`src/rtl/cla_pkg.sv`:
```
// Shared definitions for the nibble-serial carry-lookahead adder.
package cla_pkg;

  localparam int unsigned NIBBLE = 4;

  typedef enum logic [1:0] {
    ST_IDLE = 2'd0,
    ST_RUN  = 2'd1,
    ST_DONE = 2'd2
  } state_e;

  // Number of nibble steps needed for a given operand width.
  function automatic int unsigned num_nibbles(input int unsigned width);
    return width / NIBBLE;
  endfunction

endpackage

```
`src/rtl/cla4_slice.sv`:
```
// Purely combinational 4-bit carry-lookahead adder slice.
module cla4_slice (
  input  logic [3:0] a,
  input  logic [3:0] b,
  input  logic       cin,
  output logic [3:0] s,
  output logic       cout
);

  logic [3:0] g;
  logic [3:0] p;
  logic [4:0] c;

  always_comb begin
    g    = a & b;
    p    = a ^ b;
    c[0] = cin;
    // Each carry is expanded from generate/propagate terms, no ripple chain.
    c[1] = g[0] | (p[0] & cin);
    c[2] = g[1] | (p[1] & g[0]) | (p[1] & p[0] & cin);
    c[3] = g[2] | (p[2] & g[1]) | (p[2] & p[1] & g[0]) | (p[2] & p[1] & p[0] & cin);
    c[4] = g[3] | (p[3] & g[2]) | (p[3] & p[2] & g[1]) | (p[3] & p[2] & p[1] & g[0])
         | (p[3] & p[2] & p[1] & p[0] & cin);
    s    = p ^ c[3:0];
    cout = c[4];
  end

endmodule

```
`src/rtl/cla_serial_adder.sv`:
```
// WIDTH-bit adder that reuses one 4-bit CLA slice, one nibble per clock, LSB nibble first.
module cla_serial_adder
  import cla_pkg::*;
#(
  parameter int unsigned WIDTH = 16
) (
  input  logic             clk,
  input  logic             rst,
  input  logic             in_valid,
  output logic             in_ready,
  input  logic [WIDTH-1:0] a,
  input  logic [WIDTH-1:0] b,
  input  logic             cin,
  output logic             out_valid,
  input  logic             out_ready,
  output logic [WIDTH-1:0] sum,
  output logic             cout,
  output logic             ovf
);

  localparam int unsigned N     = num_nibbles(WIDTH);
  localparam int unsigned IDX_W = (N > 1) ? $clog2(N) : 1;

  state_e             state_q, state_d;
  logic [IDX_W-1:0]   idx_q, idx_d;
  logic [WIDTH-1:0]   a_q, a_d;
  logic [WIDTH-1:0]   b_q, b_d;
  logic [WIDTH-1:0]   sum_q, sum_d;
  logic               carry_q, carry_d;
  logic               a_msb_q, a_msb_d;
  logic               b_msb_q, b_msb_d;
  logic               ovf_q, ovf_d;

  logic [NIBBLE-1:0]  nib_a;
  logic [NIBBLE-1:0]  nib_b;
  logic [NIBBLE-1:0]  slice_s;
  logic               slice_cout;

  // Operand nibble selected by the current index.
  always_comb begin
    nib_a = '0;
    nib_b = '0;
    for (int unsigned k = 0; k < N; k++) begin
      if (idx_q == IDX_W'(k)) begin
        nib_a = a_q[k*NIBBLE +: NIBBLE];
        nib_b = b_q[k*NIBBLE +: NIBBLE];
      end
    end
  end

  cla4_slice u_slice (
    .a    (nib_a),
    .b    (nib_b),
    .cin  (carry_q),
    .s    (slice_s),
    .cout (slice_cout)
  );

  // Next-state and datapath update.
  always_comb begin
    state_d = state_q;
    idx_d   = idx_q;
    a_d     = a_q;
    b_d     = b_q;
    sum_d   = sum_q;
    carry_d = carry_q;
    a_msb_d = a_msb_q;
    b_msb_d = b_msb_q;
    ovf_d   = ovf_q;

    unique case (state_q)
      ST_IDLE: begin
        if (in_valid) begin
          a_d     = a;
          b_d     = b;
          carry_d = cin;
          a_msb_d = a[WIDTH-1];
          b_msb_d = b[WIDTH-1];
          ovf_d   = 1'b0;
          idx_d   = '0;
          state_d = ST_RUN;
        end
      end
      ST_RUN: begin
        for (int unsigned k = 0; k < N; k++) begin
          if (idx_q == IDX_W'(k)) begin
            sum_d[k*NIBBLE +: NIBBLE] = slice_s;
          end
        end
        carry_d = slice_cout;
        if (idx_q == IDX_W'(N - 1)) begin
          // The top nibble's msb is the final sum msb, so overflow is settled here.
          ovf_d   = (a_msb_q == b_msb_q) && (slice_s[NIBBLE-1] != a_msb_q);
          idx_d   = '0;
          state_d = ST_DONE;
        end else begin
          idx_d = IDX_W'(idx_q + 1'b1);
        end
      end
      ST_DONE: begin
        if (out_ready) begin
          state_d = ST_IDLE;
        end
      end
      default: begin
        state_d = ST_IDLE;
        idx_d   = '0;
      end
    endcase
  end

  always_ff @(posedge clk) begin
    if (rst) begin
      state_q <= ST_IDLE;
      idx_q   <= '0;
      a_q     <= '0;
      b_q     <= '0;
      sum_q   <= '0;
      carry_q <= 1'b0;
      a_msb_q <= 1'b0;
      b_msb_q <= 1'b0;
      ovf_q   <= 1'b0;
    end else begin
      state_q <= state_d;
      idx_q   <= idx_d;
      a_q     <= a_d;
      b_q     <= b_d;
      sum_q   <= sum_d;
      carry_q <= carry_d;
      a_msb_q <= a_msb_d;
      b_msb_q <= b_msb_d;
      ovf_q   <= ovf_d;
    end
  end

  assign in_ready  = (state_q == ST_IDLE);
  assign out_valid = (state_q == ST_DONE);
  assign sum       = sum_q;
  assign cout      = carry_q;
  assign ovf       = ovf_q;

endmodule

```
`config.mk`:
```
export PLATFORM = sky130hd
export DESIGN_NAME = cla_serial_adder
export DESIGN_NICKNAME = d
export VERILOG_FILES = /design/src/rtl/cla_pkg.sv /design/src/rtl/cla4_slice.sv /design/src/rtl/cla_serial_adder.sv
export SDC_FILE = /design/constraint.sdc
export NUM_CORES = 1
export LEC_CHECK = 0
export ABC_AREA = 1
export BUFFER_PORTS_ARGS = -buffer_cell sky130_fd_sc_hd__buf_2
export CORE_ASPECT_RATIO = 1.2
export CORE_MARGIN = 8
export CORE_UTILIZATION = 39
export CTS_CLUSTER_SIZE = 25
export DETAILED_ROUTE_END_ITERATION = 12
export MAX_ROUTING_LAYER = met4
export PLACE_DENSITY = 0.63
export SKIP_CTS_REPAIR_TIMING = 1
export SLEW_MARGIN = 20
export SYNTH_ARGS = -nofsm -noshare
export SYNTH_HDL_FRONTEND = slang
export SYNTH_HIERARCHICAL = 1
export SYNTH_SLANG_ARGS = --single-unit
```
`constraint.sdc`:
```
create_clock -name clk -period 6.92 [get_ports clk]
set_clock_uncertainty 0.15 [all_clocks]
set_input_delay 1.384 -clock clk [delete_from_list [all_inputs] [get_ports clk]]
set_output_delay 1.384 -clock clk [all_outputs]
set_load 0.05 [all_outputs]
```
# Word level (Yosys, flattened, before mapping)
# Index checks and enable logic that the tools add are counted.
classes:
  n_mux: 20
  eq_ne: 10
  n_reduce_logical: 13
  bitwise_logic: 30
  n_addsub: 1
ops:
  columns: ["operator", "count"]
  rows:
  - ["4-bit two-way mux", 8]
  - ["1-bit AND", 16]
  - ["2-bit AND reduction", 7]
  - ["2-bit case mux with 3 select lines", 2]
  - ["2-bit two-way mux", 5]
  - ["1-bit bitwise OR", 10]
  - ["4-bit XOR", 2]
  - ["2-bit == test (second input constant)", 3]
  - ["3-bit AND reduction", 2]
  - ["4-bit AND", 1]
  - ["2-bit by 1-bit == test with 1-bit output (second input constant)", 2]
  - ["2-bit zero test", 2]
  - ["2-bit != test (second input constant)", 2]
  - ["1-bit case mux with 2 select lines", 2]
  - ["1-bit two-way mux", 3]
  - ["2-bit by 1-bit adder with 2-bit output (second input constant)", 1]
  - ["2-bit by 1-bit != test with 1-bit output (second input constant)", 1]
  - ["2-bit nonzero test", 1]
  - ["1-bit == test", 1]
  - ["1-bit logical AND", 1]
  - ["1-bit != test", 1]
  - ["1-bit NOT", 1]
word_totals:
  elab_cells: 86
  register_bits: 56

# Logic depth before layout (Yosys ltp)
# Gate-level depths: netlist (run 1).
depth:
  ltp_word: 15
  mapped_depth: 19

# Modules after synthesis
# The synthesis (run 1) kept the hierarchy.
modules_own_cells:
  columns: ["module", "instances", "seq_area_each_um2", "area_per_inst_um2", "cells_per_inst"]
  rows:
  - ["cla_serial_adder", 1, 1081.0, 2322.2, 309]
  - ["cla4_slice", 1, 0.0, 188.9, 31]

# Worst setup path after synthesis (run 1)
# OpenSTA, ideal clock, no wires.
synth_path:
  kind: "flip-flop to output port"
  start: "register state_q[1]"
  end: "output out_valid"
  arrival_time_ns: 1.091
  stages_incl_launch_ff: 3
  path_slack_ns: 4.295
  t_required_ns: 5.386
  path_cell_list: "dfxtp_1 > inv_1 > nor2_1"
synth_between:
  elab_chain_cells: 1
synth_lines:
  columns: ["element", "line_no", "source"]
  rows:
  - ["from (decl)", "cla_serial_adder.sv:24", "state_e state_q, state_d;"]
  - ["from (signal assigned)", "cla_serial_adder.sv:124", "state_q <= state_d;"]
  - ["2-bit == test", "cla_serial_adder.sv:137", "assign out_valid = (state_q == ST_DONE);"]
  - ["to (decl)", "cla_serial_adder.sv:14", "output logic out_valid,"]
# No other way between the ends.

# Worst setup path after layout (run 1)
layout_path:
  start: "register idx_q[0]"
  end: "register ovf_q, in the netlist ovf"
layout_between:
  elab_chain_cells: 15
layout_lines:
  columns: ["element", "line_no", "source"]
  rows:
  - ["from (decl)", "cla_serial_adder.sv:25", "logic [IDX_W-1:0] idx_q, idx_d;"]
  - ["from (signal assigned)", "cla_serial_adder.sv:125", "idx_q <= idx_d;"]
  - ["2-bit zero test", "cla_serial_adder.sv:44", "if (idx_q == IDX_W'(k)) begin"]
  - ["4-bit two-way mux (3 in series)", "cla_serial_adder.sv:44", null]
  - ["4-bit two-way mux (*)", "cla_serial_adder.sv:44", null]
  - ["net nib_a[2]", "cla_serial_adder.sv:34", "logic [NIBBLE-1:0] nib_a;"]
  - ["4-bit XOR", "cla4_slice.sv:16", "p = a ^ b;"]
  - ["1-bit AND", "cla4_slice.sv:21", "c[3] = g[2] | (p[2] & g[1]) | (p[2] & p[1] & g[0]) | (p[2] & p[1] & p[0] & cin);"]
  - ["1-bit bitwise OR or 1-bit AND (tied branches) (2 in series)", "cla4_slice.sv:21", null]
  - ["1-bit bitwise OR (*)", "cla4_slice.sv:21", null]
  - ["4-bit XOR (*)", "cla4_slice.sv:24", "s = p ^ c[3:0];"]
  - ["net slice_s[3]", "cla_serial_adder.sv:36", "logic [NIBBLE-1:0] slice_s;"]
  - ["1-bit != test (*)", "cla_serial_adder.sv:93", "ovf_d = (a_msb_q == b_msb_q) && (slice_s[NIBBLE-1] != a_msb_q);"]
  - ["1-bit logical AND (*)", "cla_serial_adder.sv:93", null]
  - ["1-bit two-way mux (*)", "cla_serial_adder.sv:91", "if (idx_q == IDX_W'(N - 1)) begin"]
  - ["1-bit case mux with 2 select lines (*)", "cla_serial_adder.sv:71", "unique case (state_q)"]
  - ["to (signal assigned)", "cla_serial_adder.sv:132", "ovf_q <= ovf_d;"]
  - ["to (decl)", "cla_serial_adder.sv:32", "logic ovf_q, ovf_d;"]
# Mark *: on every way through the listed nets, which the timed path passes. The rest lies on a longest branch. The select of a mux whose other input is x is not followed.
# A chain may end at the register's enable or synchronous reset.

==> flow_summary.ini, run 1 <==
[status]
outcome = finished clean

[clock_network]
clkSlewWorstSetupHoldPaths_ns = 0.09
htree_levels = 2
cts_tree = yes
numCtsBuffers = 5
clockBufferDepth = 2
clock_latency_ns = 0.30
cts-root-buf = clkbuf_8
cts_sinks = 54

[setup_path]
critPathMaxStageDelay_ns = 0.51
critical_path.max_fanout = 14
path_delay_family = adder cells
r2r-end = ovf
worst_ep_required_time_ns = 7.02
arrival_ns = 3.19
path_cells = inv_1, ha_1, inv_1, o211ai_1, nand2_1, ha_1, or2_0, nand2_1, nand2_1, nand2_1, nand2_1, inv_1, nand3_1, nand2_1, nand2_1, a21oi_2
critPathSlowestCell = ha_1
r2r_start = idx_q[0]
cpMostUsedCell = nand2_1
cp_num_buf_inv = 3
critPathCaptureType = flop
worstSetupPathType = flop to flop
setup.worst_path.start_class = flop
reg2reg_depth = 16
timing.reg2reg.setup_slack_ns = 3.82

[yosys]
syn_avg_cell_area_um2 = 7.39
synth_cell_type_count = 28
synthAdderAreaFrac_pct = 4.78
synth-xor-area-share_pct = 0.349
synthMuxAreaShare_pct = 0
syn-cell-area_um2 = 2510
syn-num-nets = 386
synth.area.top_cells = dfxtp_1 (43%), nor2_1 (9.4%), nand2_1 (7.6%), nand3_1 (6.6%), a21oi_1 (6.2%)
synthSimpleGateAreaFrac_pct = 26.4
synth-seq-area-share_pct = 43.0
ys_ff_latch = 54
synthCells = 340
synth_compound_area_share_pct = 17.5
yosys.area.top_type_share_pct = 43.0
synth_top_cell_by_area = dfxtp_1
synth_top_family_by_area = simple AND/OR/NAND/NOR gates
yosysWarnings = 6

[finish]
nNetsFinal = 431
layout_commonest_cell = nor2_1
insertedDiodeCount = 0
nFillCells = 694
drive_above_1_share_pct = 19.7
area.growth.synth_to_final_pct = 14.8
stdcell_area_um2 = 2880
layout_common_cells = nor2_1 (63), buf_2 (56), dfxtp_1 (54), nand2_1 (51), nand3_1 (33)

[power]
p_seq_share_pct = 49.8
p_int_uw = 487
power_density_nw_per_um2 = 240
ir_drop_uv = 110
netSwitchingFraction_pct = 29.6
p_switching_uw = 205
combPwrFrac_pct = 20.5
leakage_uw = 0.00129
pwr-share-clk_pct = 29.7

[placed_design]
portBuffers = 56
place_ws_ns = 3.84
place.gp.congestion = 0.804
place_hpwl_um = 4560
placed_cell_area_um2 = 2780

[detailed_routing]
met1_length_um = 2900
post-route-drc-count = 0
num_vias = 2306
highest_layer = met4
viasPerCell = 4.90
first_pass_iters = 4
wl_met2_um = 2740
met3_length_um = 321
ant_nets = 0
drt-total-wl_um = 6040
drt_iter0_drc = 86
wl_per_cell_um = 12.8

[timing]
hold_viol_final = 0
setup_ws_ns = 3.82
slew-limit-headroom_pct = 37.9
rsz0062_at_grt = no
tns_ns = 0
fin_crit_sh_pct = 44.7
fmax_mhz = 323
post-route-min-period_ns = 3.10
report.final.slew_viol_count = 0
setup-violations-final = 0
worstMarginPinSlew_ns = 0.930

[hold_path]
min_from = sum[9]
min_path_cells = 2
hold_end = sum[9]
worstHoldPathType = flop to flop

[run]
drv_cap = 0

[global_routing]
groute.usage.overall_pct = 14.1
grt_first_pass_wirelength_um = 10300
grt_max_degree = 39
gr-total-overflow = 0
grt_pass1_vias = 2290
antenna_found_initial = 0

[floorplan]
initial_core_util_pct = 39.7
dieArea_um2 = 9270
core-area_um2 = 6330
num_rows = 32
ios = 57
dieWidth_um = 89.3
die_h_um = 104
## worst max path at each step
stage | cells after the start | startpoint | to | slack [ns]
after global placement | 4 | in_valid | state_q[0] | 3.83
after global routing | 18 | idx_q[1] | ovf | 3.51
after CTS | 18 | idx_q[1] | ovf | 3.86
after detailed placement | 4 | rst | cout | 3.84
final | 16 | idx_q[0] | ovf | 3.82
after floorplan | 2 | state_q[1] | out_valid | 4.30
## layout make-up
| type | count | area, µm² | area share, % |
|---|---|---|---|
| repair buffers | 56 | 280 | 9.72 |
| inverters | 21 | 78.8 | 2.73 |
| clock inverters | 1 | 30.0 | 1.04 |
| clock buffers | 7 | 76.3 | 2.65 |
| flip-flops and latches | 54 | 1080 | 37.5 |
| well taps | 85 | 106 | 3.69 |
| multi-input cells | 247 | 1230 | 42.7 |
## per-layer routing
metal | global-route usage, % | vias to the layer above
met4 | 4.29 | 0
met5 | - | -
met1 | 17.4 | 1028
met2 | 22.2 | 58
li1 | - | 1212
met3 | 2.92 | 8
## synthesized netlist by cell type
cell type / count
buf_6: 5
o21ai_2: 3
buf_4: 2
xnor2_1: 1
nand2_1: 51
o21ai_0: 11
buf_2: 6
ha_1: 8
dfxtp_1: 54
a21o_1: 2
fa_1: 1
nor2_1: 63
buf_1: 1
a21oi_2: 1
or2_0: 1
o21a_1: 1
inv_1: 19
clkinv_1: 1
nand2_2: 7
inv_2: 1
nand3_1: 33
o211ai_1: 6
a31oi_2: 1
nor2_2: 1
nand4_1: 2
a21oi_1: 31
clkbuf_1: 4
o21ai_1: 23
## registers in the layout, summed over array words and instances, names as in the netlist
| register | cells |
|---|---|
| idx_q | 2 |
| sum | 16 |
| cout | 1 |
| state_q | 2 |
| b_q | 16 |
| ovf | 1 |
| a_q | 16 |
## power by group through the flow
stage | registers, µW | clock network [µW] | logic (µW)
6_report | 345 | 206 | 142
3_5_place_dp | 352 | 0 | 142
5_1_grt | 348 | 225 | 162
3_3_place_gp | 352 | 0 | 139
2_1_floorplan | 362 | 0 | 98.3
4_1_cts | 345 | 213 | 143
## tightest hold or removal path, stage by stage, from the launching register on
cell and delay, ns:
dfxtp_1 0.31, nand2_1 0.06, a21oi_1 0.05
## kinds of logic (layout without fill, tap and decap cells)
family | after synthesis | count (layout)
AND/OR/NAND/NOR | 158 | 158
AO/OA/AOI/OAI | 79 | 79
flip-flops | 54 | 54
buffers and inverters | 39 | 85
adder cells (fa/ha/maj) | 9 | 9
XOR/XNOR | 1 | 1
## per-stage QoR
step           std cells  utilization, %  power, µW  hold slack [ns]
2_1_floorplan        340               -        460            0.300
5_1_grt              471            45.6        734            0.324
3_3_place_gp         463            43.9        491            0.298
4_1_cts              471            45.6        701            0.314
6_report             471            45.6        692            0.313
3_5_place_dp         463            43.9        494            0.300
Power figures use the tool's default switching activity.
==> run 2, diff against run 1 <==
ABC_AREA = 0   (was 1)
clock period = 2.9 ns   (was 6.92 ns; I/O delays follow)
==> run 2 against run 1 <==
Sequential share of layout area is 3.4 points lower. Die area is 1.1% higher. Core utilization is 4.5 points higher. Synthesized cell count is 6.2% lower. Via count is 1.4% higher. Combinational power is 120% higher. Register-to-register slack worse by 3.8 ns. Design area is 11% higher. Critical path depth is 4 lower. Total power is 130% higher. Critical path type unchanged. Largest power group unchanged.
==> flow_summary.ini, run 2 <==
[detailed_routing]
wl_per_cell_um = 14.0
highest_layer = met4
num_vias = 2339
viasPerCell = 4.98
drt_iter0_drc = 117
met1_length_um = 2930
ant_nets = 0
first_pass_iters = 4
drt-total-wl_um = 6590
met3_length_um = 269
post-route-drc-count = 0
wl_met2_um = 3320

[power]
netSwitchingFraction_pct = 28.0
p_switching_uw = 455
ir_drop_uv = 202
power_density_nw_per_um2 = 509
p_int_uw = 1170
combPwrFrac_pct = 19.4
p_seq_share_pct = 49.7
leakage_uw = 0.00136
finalPower_uw = 1620
pwr-share-clk_pct = 30.9

[finish]
drive_above_1_share_pct = 28.6
stdcell_area_um2 = 3190
area.growth.synth_to_final_pct = 25.4
insertedDiodeCount = 0
final_util_pct = 50.1
layout_common_cells = nand2_1 (85), a21oi_1 (58), buf_2 (56), dfxtp_1 (52), buf_4 (22)
nNetsFinal = 430
layout_commonest_cell = nand2_1

[hold_path]
min_path_cells = 2
min_from = sum[4]
hold_end = sum[4]
worstHoldPathType = flop to flop

[setup_path]
r2r_start = idx_q[1]
timing.reg2reg.setup_slack_ns = 0.03
worstSetupPathType = flop to flop
arrival_ns = 2.96
setup.worst_path.start_class = flop
reg2reg_depth = 12
r2r-end = ovf
worst_ep_required_time_ns = 2.98
critPathCaptureType = flop
critical_path.max_fanout = 16

[yosys]
syn-num-nets = 365
synth-seq-area-share_pct = 42.5
synth-edff-count = 0
synthCells = 319
yosysMostFrequentCell = nand2_1
synth.area.top_cells = dfxtp_1 (42%), a21oi_1 (13%), nand2_1 (13%), ha_1 (3.9%), a22o_1 (2.8%)
yosys.area.top_type_share_pct = 42.5
synth_top_cell_by_area = dfxtp_1
yosysWarnings = 6
async_reset_ff_share_pct = 0
yosys-top-cells-count = nand2_1 (85), a21oi_1 (65), dfxtp_1 (54)
syn_avg_cell_area_um2 = 7.97
synthFlopType = dfxtp_1
synth_cell_type_count = 31
ys_ff_latch = 54
syn-cell-area_um2 = 2540

[clock_network]
clockBufferDepth = 2
htree_levels = 2
clock_latency_ns = 0.31
numCtsBuffers = 5
cts-root-buf = clkbuf_8
clkSlewWorstSetupHoldPaths_ns = 0.09
cts_sinks = 54
cts_tree = yes

[timing]
tns_ns = 0
report.final.slew_viol_count = 0
setup-violations-final = 0
worstMarginPinSlew_ns = 0.966
post-route-min-period_ns = 2.87
hold_viol_final = 0
slew-limit-headroom_pct = 35.6
fmax_mhz = 348
setup_ws_ns = 0.0265
fin_crit_sh_pct = 99.1

[status]
outcome = finished clean

[global_routing]
grt_pass1_vias = 2233
antenna_found_initial = 0
gr-total-overflow = 0
grt_first_pass_wirelength_um = 10300
grt_max_degree = 55
groute.usage.overall_pct = 13.3

[floorplan]
ios = 57
core-area_um2 = 6370
num_rows = 32
dieArea_um2 = 9370
initial_core_util_pct = 40.0
die_h_um = 104
dieWidth_um = 89.7

[placed_design]
place_ws_ns = -0.158
place.gp.congestion = 0.917
placed_cell_area_um2 = 2880
portBuffers = 56
place_hpwl_um = 4500

[run]
drv_cap = 0
[run 2: cell types whose count changed in the layout (fill, tap and decap cells not counted), moves of 7 or more]
cell / previous run / this run
nor2_1: 63 / 7
o21ai_1: 23 / 5
a22o_1: 0 / 8
buf_4: 0 / 22
o21ai_0: 11 / 3
nand2_2: 7 / 0
nand3_1: 33 / 14
nand2_1: 51 / 85
a21oi_1: 31 / 58
[run 2: worst max path at each step]
stage,to,cells past startpoint,slack [ns],from
floorplan,ovf,13,0.000002,idx_q[0]
CTS,ovf,12,-0.17,idx_q[0]
detailed placement,ovf,12,-0.16,idx_q[0]
global placement,ovf,12,0.004,idx_q[0]
global route,ovf,12,-0.04,idx_q[1]
finish,ovf,12,0.03,idx_q[1]
[run 2: area by class of cell]
class                      instances  area (µm²)
fill                             658        3180
timing repair buffer              81         488
sequential                        54        1090
clock inverter                     1        30.0
multi-input combinational        227        1340
tap                               85         106
inverter                          15        61.3
clock buffer                       7        76.3
[run 2: logic make-up after synthesis]
logic type,synth area share (%)
XOR/XNOR,1.03
flip-flops,42.5
AO/OA/AOI/OAI,19.8
multiplexers,1.57
AND/OR/NAND/NOR,21.6
buffers and inverters,8.75
adder cells (fa/ha/maj),4.72
[run 2: routing by layer]
layer	vias to the layer above	GRT usage (%)
li1	1189	-
met1	1094	15.5
met2	50	21.9
met3	6	3.18
met4	0	4.00
met5	-	-
[run 2: critical path: stages, from the launching register on]
cell and delay (ns):
dfxtp_4 0.38, buf_4 0.15, ha_4 0.16, buf_12 0.14
a21oi_1 0.14, a22o_1 0.18, ha_1 0.23, a21o_1 0.18
a31o_1 0.28, xor2_2 0.16, or3b_1 0.36, a21o_1 0.19
a21oi_2 0.11
[run 2: metrics by stage]
step                hold slack [ns]  instances
detailed placement            0.296        450
global route                  0.318        470
global placement              0.291        450
finish                        0.306        470
floorplan                     0.286        319
CTS                           0.309        458
[run 2: power groups by stage]
stage	combinational, µW	clock, µW	sequential [µW]
after floorplan	194	0	836
after global placement	275	0	821
after detailed placement	282	0	822
after CTS	282	505	805
after global routing	344	549	811
final	316	501	806
